<file path="config.mk">
export PLATFORM = sky130hd
export DESIGN_NAME = cog_vcap_flat
export DESIGN_NICKNAME = d
export VERILOG_FILES = /design/src/rtl/cog_vcap_pkg.sv /design/src/rtl/cog_vcap_if.sv /design/src/rtl/cog_vcap_sync.sv /design/src/rtl/cog_vcap.sv /design/src/flat_wrapper.sv
export SDC_FILE = /design/constraint.sdc
export NUM_CORES = 1
export LEC_CHECK = 0
export CORE_ASPECT_RATIO = 0.7
export CORE_MARGIN = 5
export CORE_UTILIZATION = 60
export CTS_BUF_LIST = sky130_fd_sc_hd__clkbuf_8
export DETAILED_ROUTE_END_ITERATION = 10
export HOLD_SLACK_MARGIN = 0.12
export PLACE_DENSITY = 0.95
export SLEW_MARGIN = 20
export SYNTH_ARGS = -nofsm -noshare
export SYNTH_HDL_FRONTEND = slang
export SYNTH_SLANG_ARGS = --single-unit
export TNS_END_PERCENT = 50
</file>
<file path="constraint.sdc">
create_clock -name clk_cog -period 4.8 [get_ports clk_cog]
set_clock_uncertainty 0.1 [all_clocks]
set_input_delay 0.96 -clock clk_cog [delete_from_list [all_inputs] [get_ports clk_cog]]
set_output_delay 0.96 -clock clk_cog [all_outputs]
set_load 0.01 [all_outputs]
</file>
<file path="src/rtl/cog_vcap_pkg.sv">
// Shared types and field positions for the cog video capture block.
// Config register layout, FSM states and the sample-period decode live here.
package cog_vcap_pkg;

    typedef enum logic [1:0] {
        ST_IDLE = 2'd0,
        ST_ARM  = 2'd1,
        ST_RUN  = 2'd2
    } vcap_state_e;

    localparam int CFG_TRIG_EN  = 31;
    localparam int CFG_RUN      = 30;
    localparam int CFG_MODE     = 28;
    localparam int CFG_TRIG_POL = 21;
    localparam int CFG_TRIG_LSB = 16;
    localparam int CFG_GRP_LSB  = 9;
    localparam int CFG_BIT_LSB  = 0;
    localparam int SCL_PCLK_LSB = 12;

    // A zero period field stands for the longest period, 256 clocks.
    function automatic logic [8:0] pclks_decode(input logic [7:0] p);
        return (p == 8'd0) ? 9'd256 : {1'b0, p};
    endfunction

    // Low sample pin is 8*group + bit; the high pin is the next bit within the same group.
    function automatic logic [4:0] lo_pin(input logic [1:0] grp, input logic [2:0] bidx);
        return {grp, bidx};
    endfunction

    function automatic logic [4:0] hi_pin(input logic [1:0] grp, input logic [2:0] bidx);
        return {grp, bidx + 3'd1};
    endfunction

endpackage

</file>
<file path="src/rtl/cog_vcap_if.sv">
// Cog-side bus of the video capture block: config strobes, pins and the word handshake.
// valid/take: valid is high while pixel_out holds an unconsumed word; take is sampled only
// when valid is high, and a word is consumed on any rising clk_cog edge with valid & take.
interface cog_vcap_if;
    import cog_vcap_pkg::*;

    logic        setvcfg;
    logic        setscl;
    logic [31:0] data;
    logic [31:0] pin_in;
    logic        take;
    logic [31:0] pixel_out;
    logic        valid;
    logic        ovf;
    vcap_state_e dbg_state;

    modport master (
        output setvcfg, setscl, data, pin_in, take,
        input  pixel_out, valid, ovf, dbg_state
    );

    modport slave (
        input  setvcfg, setscl, data, pin_in, take,
        output pixel_out, valid, ovf, dbg_state
    );

endinterface

</file>
<file path="src/rtl/cog_vcap_sync.sv">
// Pin synchronizer for the capture block plus edge detection on the selected trigger pin.
// The edge compares the newest synchronized sample with the one before it.
module cog_vcap_sync #(
    parameter int SYNC_STAGES = 2
) (
    input  logic        clk,
    input  logic        rst_n,
    input  logic [31:0] pins,
    input  logic [4:0]  trig_idx,
    input  logic        trig_pol,
    output logic [31:0] pins_s,
    output logic        edge_pulse
);

    logic [31:0] stage [SYNC_STAGES];
    logic [31:0] prev;
    logic        cur_b;
    logic        prev_b;

    always_ff @(posedge clk or negedge rst_n) begin
        if (!rst_n) begin
            for (int i = 0; i < SYNC_STAGES; i++) begin
                stage[i] <= '0;
            end
            prev <= '0;
        end else begin
            stage[0] <= pins;
            for (int i = 1; i < SYNC_STAGES; i++) begin
                stage[i] <= stage[i-1];
            end
            prev <= stage[SYNC_STAGES-1];
        end
    end

    assign pins_s     = stage[SYNC_STAGES-1];
    assign cur_b      = pins_s[trig_idx];
    assign prev_b     = prev[trig_idx];
    assign edge_pulse = trig_pol ? (cur_b & ~prev_b) : (~cur_b & prev_b);

endmodule

</file>
<file path="src/rtl/cog_vcap.sv">
// Cog video capture: samples one or two synchronized pins every PCLKS clocks, packs them
// LSB-first into 32-bit words and offers each finished word over valid/take.
module cog_vcap
    import cog_vcap_pkg::*;
#(
    parameter int SYNC_STAGES = 2
) (
    input  logic      clk_cog,
    input  logic      ena,
    cog_vcap_if.slave bus
);

    logic [31:0] cfg;
    logic [31:0] scl;
    logic [31:0] shift;
    logic [31:0] shift_nxt;
    logic [31:0] pixel_r;
    logic [4:0]  bitcnt;
    logic [5:0]  bit_sum;
    logic [8:0]  cnt;
    logic [8:0]  cnt_nxt;
    logic [8:0]  pclks;
    logic        valid_r;
    logic        ovf_r;
    logic        tick;
    logic        done;
    logic        lo;
    logic        hi;
    logic [31:0] pins_s;
    logic        edge_pulse;
    vcap_state_e state;
    vcap_state_e state_nxt;

    wire run     = cfg[CFG_RUN];
    wire trig_en = cfg[CFG_TRIG_EN];
    wire mode2   = cfg[CFG_MODE];
    wire [1:0] grp  = cfg[CFG_GRP_LSB +: 2];
    wire [2:0] bidx = cfg[CFG_BIT_LSB +: 3];

    logic unused_cfg_bits;
    assign unused_cfg_bits = ^{cfg[29], cfg[27:22], cfg[15:11], cfg[8:3], scl[31:20], scl[11:0]};

    cog_vcap_sync #(
        .SYNC_STAGES (SYNC_STAGES)
    ) u_sync (
        .clk        (clk_cog),
        .rst_n      (ena),
        .pins       (bus.pin_in),
        .trig_idx   (cfg[CFG_TRIG_LSB +: 5]),
        .trig_pol   (cfg[CFG_TRIG_POL]),
        .pins_s     (pins_s),
        .edge_pulse (edge_pulse)
    );

    assign pclks = pclks_decode(scl[SCL_PCLK_LSB +: 8]);
    assign lo    = pins_s[lo_pin(grp, bidx)];
    assign hi    = pins_s[hi_pin(grp, bidx)];

    always_comb begin
        state_nxt = state;
        cnt_nxt   = cnt;
        tick      = 1'b0;
        case (state)
            ST_IDLE: begin
                if (run) begin
                    if (trig_en) begin
                        state_nxt = ST_ARM;
                    end else begin
                        state_nxt = ST_RUN;
                        cnt_nxt   = pclks;
                    end
                end
            end
            ST_ARM: begin
                if (!run) begin
                    state_nxt = ST_IDLE;
                end else if (edge_pulse) begin
                    state_nxt = ST_RUN;
                    cnt_nxt   = pclks;
                end
            end
            ST_RUN: begin
                if (!run) begin
                    state_nxt = ST_IDLE;
                end else if (cnt == 9'd1) begin
                    tick    = 1'b1;
                    cnt_nxt = pclks;
                end else begin
                    cnt_nxt = cnt - 9'd1;
                end
            end
            default: state_nxt = ST_IDLE;
        endcase
        // A config write restarts the FSM from IDLE, which then re-evaluates the new cfg.
        if (bus.setvcfg) begin
            state_nxt = ST_IDLE;
            tick      = 1'b0;
        end
    end

    always_ff @(posedge clk_cog or negedge ena) begin
        if (!ena) begin
            state <= ST_IDLE;
            cnt   <= '0;
        end else begin
            state <= state_nxt;
            cnt   <= cnt_nxt;
        end
    end

    assign shift_nxt = mode2 ? {hi, lo, shift[31:2]} : {lo, shift[31:1]};
    assign bit_sum   = {1'b0, bitcnt} + (mode2 ? 6'd2 : 6'd1);
    assign done      = tick & bit_sum[5];

    always_ff @(posedge clk_cog or negedge ena) begin
        if (!ena) begin
            cfg     <= '0;
            scl     <= '0;
            shift   <= '0;
            bitcnt  <= '0;
            pixel_r <= '0;
            valid_r <= 1'b0;
            ovf_r   <= 1'b0;
        end else begin
            if (bus.setscl) begin
                scl <= bus.data;
            end
            if (bus.setvcfg) begin
                cfg     <= bus.data;
                shift   <= '0;
                bitcnt  <= '0;
                valid_r <= 1'b0;
                ovf_r   <= 1'b0;
            end else begin
                if (tick) begin
                    shift  <= shift_nxt;
                    bitcnt <= bit_sum[4:0];
                end
                // An unconsumed word is never overwritten; the new one is dropped instead.
                if (done) begin
                    if (!valid_r || bus.take) begin
                        pixel_r <= shift_nxt;
                        valid_r <= 1'b1;
                    end else begin
                        ovf_r <= 1'b1;
                    end
                end else if (bus.take && valid_r) begin
                    valid_r <= 1'b0;
                end
            end
        end
    end

    assign bus.pixel_out = pixel_r;
    assign bus.valid     = valid_r;
    assign bus.ovf       = ovf_r;
    assign bus.dbg_state = state;

endmodule

</file>
<file path="src/flat_wrapper.sv">
// flat-port wrapper written by rule: the top's interface ports become plain ports
module cog_vcap_flat import cog_vcap_pkg::*;
#(
    parameter int SYNC_STAGES = 2
)
  (clk_cog, ena, bus_setvcfg, bus_setscl, bus_data, bus_pin_in, bus_take, bus_pixel_out, bus_valid, bus_ovf, bus_dbg_state);
  cog_vcap_if bus_i ();
  input  logic clk_cog;
  input  logic ena;
  input wire logic [$bits(bus_i.setvcfg)-1:0] bus_setvcfg;
  input wire logic [$bits(bus_i.setscl)-1:0] bus_setscl;
  input wire logic [$bits(bus_i.data)-1:0] bus_data;
  input wire logic [$bits(bus_i.pin_in)-1:0] bus_pin_in;
  input wire logic [$bits(bus_i.take)-1:0] bus_take;
  output wire logic [$bits(bus_i.pixel_out)-1:0] bus_pixel_out;
  output wire logic [$bits(bus_i.valid)-1:0] bus_valid;
  output wire logic [$bits(bus_i.ovf)-1:0] bus_ovf;
  output wire logic [$bits(bus_i.dbg_state)-1:0] bus_dbg_state;
  assign bus_i.setvcfg = bus_setvcfg;
  assign bus_i.setscl = bus_setscl;
  assign bus_i.data = bus_data;
  assign bus_i.pin_in = bus_pin_in;
  assign bus_i.take = bus_take;
  assign bus_pixel_out = bus_i.pixel_out;
  assign bus_valid = bus_i.valid;
  assign bus_ovf = bus_i.ovf;
  assign bus_dbg_state = bus_i.dbg_state;
  cog_vcap #(.SYNC_STAGES(SYNC_STAGES)) u_core (.clk_cog(clk_cog), .ena(ena), .bus(bus_i));
endmodule
</file>
==> results.md <==
- Top post-synthesis cells by count: dfrtp_1 (199), nor2_1 (55), nand2_1 (50), o21ai_0 (45), mux2i_1 (38)
- Antenna Cells: 0
- Syn nets: 678
- Setup Fix Bufs, Post-CTS: 0
- Reg2reg setup slack: 1.19 ns
- First-pass GRT wire length: 27600 um
- # rows: 35
- Post-synth EDFFs: 0
- Primary FF master, synth: dfrtp_1
- Synthesized area: 8090 sq um
- Die area: 15900 sq um
- Initial antenna violation count: 0
- Hold buffers post-CTS: 0
- Startpoint types: flip-flop
- FMAX: 277 MHz
- Max capacitance violation total: 0
- CTS root buf: clkbuf_8
- Clk sink count: 199
- CTS max path bufs: 2
- Cell Pwr Density: 352 nW/um^2
- Worst Setup SP: u_core.cfg[17]
- # DRC: 0
- CTS tree: built
- Worst slew margin: 35.4%
- Asr flop ratio synth: 100%
- Final slew viol count: 0
- Layout area overhead: 18.5%
- WP data arrival: 3.85 ns
- Setup TNS Final: 0 ns
- Pre-Repair DR Iteration Count: 7
- Syn Area/Cell: 13.4 sq um
- R2r endpoint: u_core.cnt[1]
- Via density: 5.89
- Post-DP HPWL: 11300 um
- Post-Syn Instances: 603
- Starting density of the core: 61.4%
- DRT iter0 DRCs: 464
- Drt total wl: 16600 um
- Clock-pin slew on the worst setup and hold paths: 0.10 ns
- Die width: 149 um
- Final net count: 757
- CTS H-Tree Depth: 4
- Status: finished, final reports clean
- I/O Pins: 105
- Synth Register Bits: 199
- Clock Latency Late Sink: 0.47 ns
- Global router's overall resource usage: 22.1%
- Top post-synthesis cells by area: dfrtp_1 (62%), mux4_2 (7.8%), mux2i_1 (4.7%), mux2_2 (3.6%), a211oi_1 (2.8%)
- Post-synth top area cell: dfrtp_1
- Wirelength per Cell: 18.9 um
- Pleak: 0.00404 uW
- Worst EP required: 5.04 ns
- Vias in the first global route: 5363
- Final ANT Viol Nets: 0
- Post-synth top area share: 61.6%
- Sequential share of the synthesized area: 61.6%
- Most instantiated library cell after synthesis: dfrtp_1
- Final min period: 3.61 ns
- Crit Path Max Fanout: 20
- Worst slew pin tran: 0.969 ns
- Max VDD drop: 0.000262 V
- R2R Path Start: u_core.cfg[17]
- Grt ovf: 0
- Worst Setup EP: u_core.cnt[1]
- Highest routed layer: met4
- Hold WC Path Type: in2async
- Layout cells sized above 1: 14.2%
- Port bufs: 90
- Met1 WL: 7160 um
- Synth unique cells: 46
- Vias: 5183
- Worst setup path class: reg2reg
- RSZ-0062 raised after global routing: no
- Final Hold Fails: 0
- Met2 WL: 8160 um
- Final period utilization: 75.2%
- Ys Warns: 0
- Die Y: 107 um
- Num CTS Buffers: 17
- Hold_ws: 0.256 ns
- Core area: 13200 sq um
- CP endpoint kind: flip-flop
- DR WL met3: 1060 um
- Final Wtd Congestion: 0.936
- Final setup vio count: 0
- # resized after CTS: 0
- FF-to-FF path depth: 7
- Final Power: 3370 uW
- Largest net degree at the start of global routing: 140
layer usage:
layer  vias up  GRT usage (%)
met2       194           35.8
met1      2610           31.4
met5         -              0
met3        24           4.35
li1       2355              -
met4         0           5.42
state kept, by name, indices dropped and copies added (netlist names):
register / cells
u_core.bus.pixel_out: 32
u_core.u_sync.pins_s: 32
u_core.u_sync.prev: 32
u_core.u_sync.stage: 32
u_core.shift: 31
u_core.cfg: 14
u_core.cnt: 9
u_core.scl: 8
u_core.bitcnt: 5
u_core.bus.dbg_state: 2
u_core.bus.ovf: 1
u_core.bus.valid: 1
logic make-up (layout without fill, tap and decap cells):
kind of cell             Yosys count  count (layout)  synth area share, %
AO/OA/AOI/OAI                    110             110                 9.03
XOR/XNOR                           4               4                0.433
AND/OR/NAND/NOR                  142             142                 7.78
multiplexers                      98              98                 17.9
buffers and inverters             44             136                 2.29
adder cells (fa/ha/maj)            6               6                 1.02
flip-flops                       199             199                 61.6
layout by cell type, fill, tap and decap left out, types with 5 or more instances in the layout:
cell type and instances:
nand2b_1 6, mux4_2 28, a21oi_1 7, ha_1 5, inv_1 9, a211oi_1 30
nand2_1 50, nor2_1 55, clkdlybuf4s50_1 88, a311oi_1 5, nand3_1 5, mux2i_1 38
o21ai_0 45, clkbuf_8 18, mux4_1 5, dfrtp_1 198, mux2_2 26, o22ai_1 6
final cells by class:
type                       instances  area [sq um]
clock buffer                      18           248
multi-input combinational        360          2950
clock inverter                    14           171
tap                              185           231
fill                             834          3590
inverter                           8          30.0
sequential                       199          4980
timing repair buffer              96           978
through the flow:
stage	worst slack, ns	cells	utilization [%]	instance area [sq um]
after floorplan	2.03	603	-	8090
after global placement	1.34	847	69.3	9130
after detailed placement	1.27	847	69.3	9130
after CTS	1.20	879	72.5	9550
after global routing	1.09	880	72.7	9590
final	1.19	880	72.7	9590
worst min-delay path by stage:
| stage | startpoint | endpoint | slack [ns] |
|---|---|---|---|
| after global routing | ena | u_core.u_sync.stage[40] | 0.25 |
| final | ena | u_core.u_sync.pins_s[15] | 0.26 |
| after detailed placement | u_core.u_sync.stage[62] | u_core.u_sync.pins_s[30] | 0.23 |
| after floorplan | u_core.u_sync.stage[32] | u_core.u_sync.pins_s[0] | 0.23 |
| after CTS | u_core.u_sync.stage[53] | u_core.u_sync.pins_s[21] | 0.26 |
| after global placement | u_core.u_sync.stage[42] | u_core.u_sync.pins_s[10] | 0.23 |
worst max-delay path, cell delays in order, from the launching register on:
cell	delay (ns)
dfrtp_1	0.99
mux4_2	0.60
mux2i_1	0.15
o22ai_1	0.13
a211o_1	0.30
or3_1	0.55
a31oi_4	0.32
mux2_1	0.35
power by group:
part	internal, uW	leakage, uW	total (uW)	switching [uW]
Sequential	1760	0.00249	1860	104
Clock	460	0.000216	1090	633
Combinational	224	0.00133	416	192
Total	2440	0.00404	3370	929
Note: power is estimated with default switching activity, not from simulation.
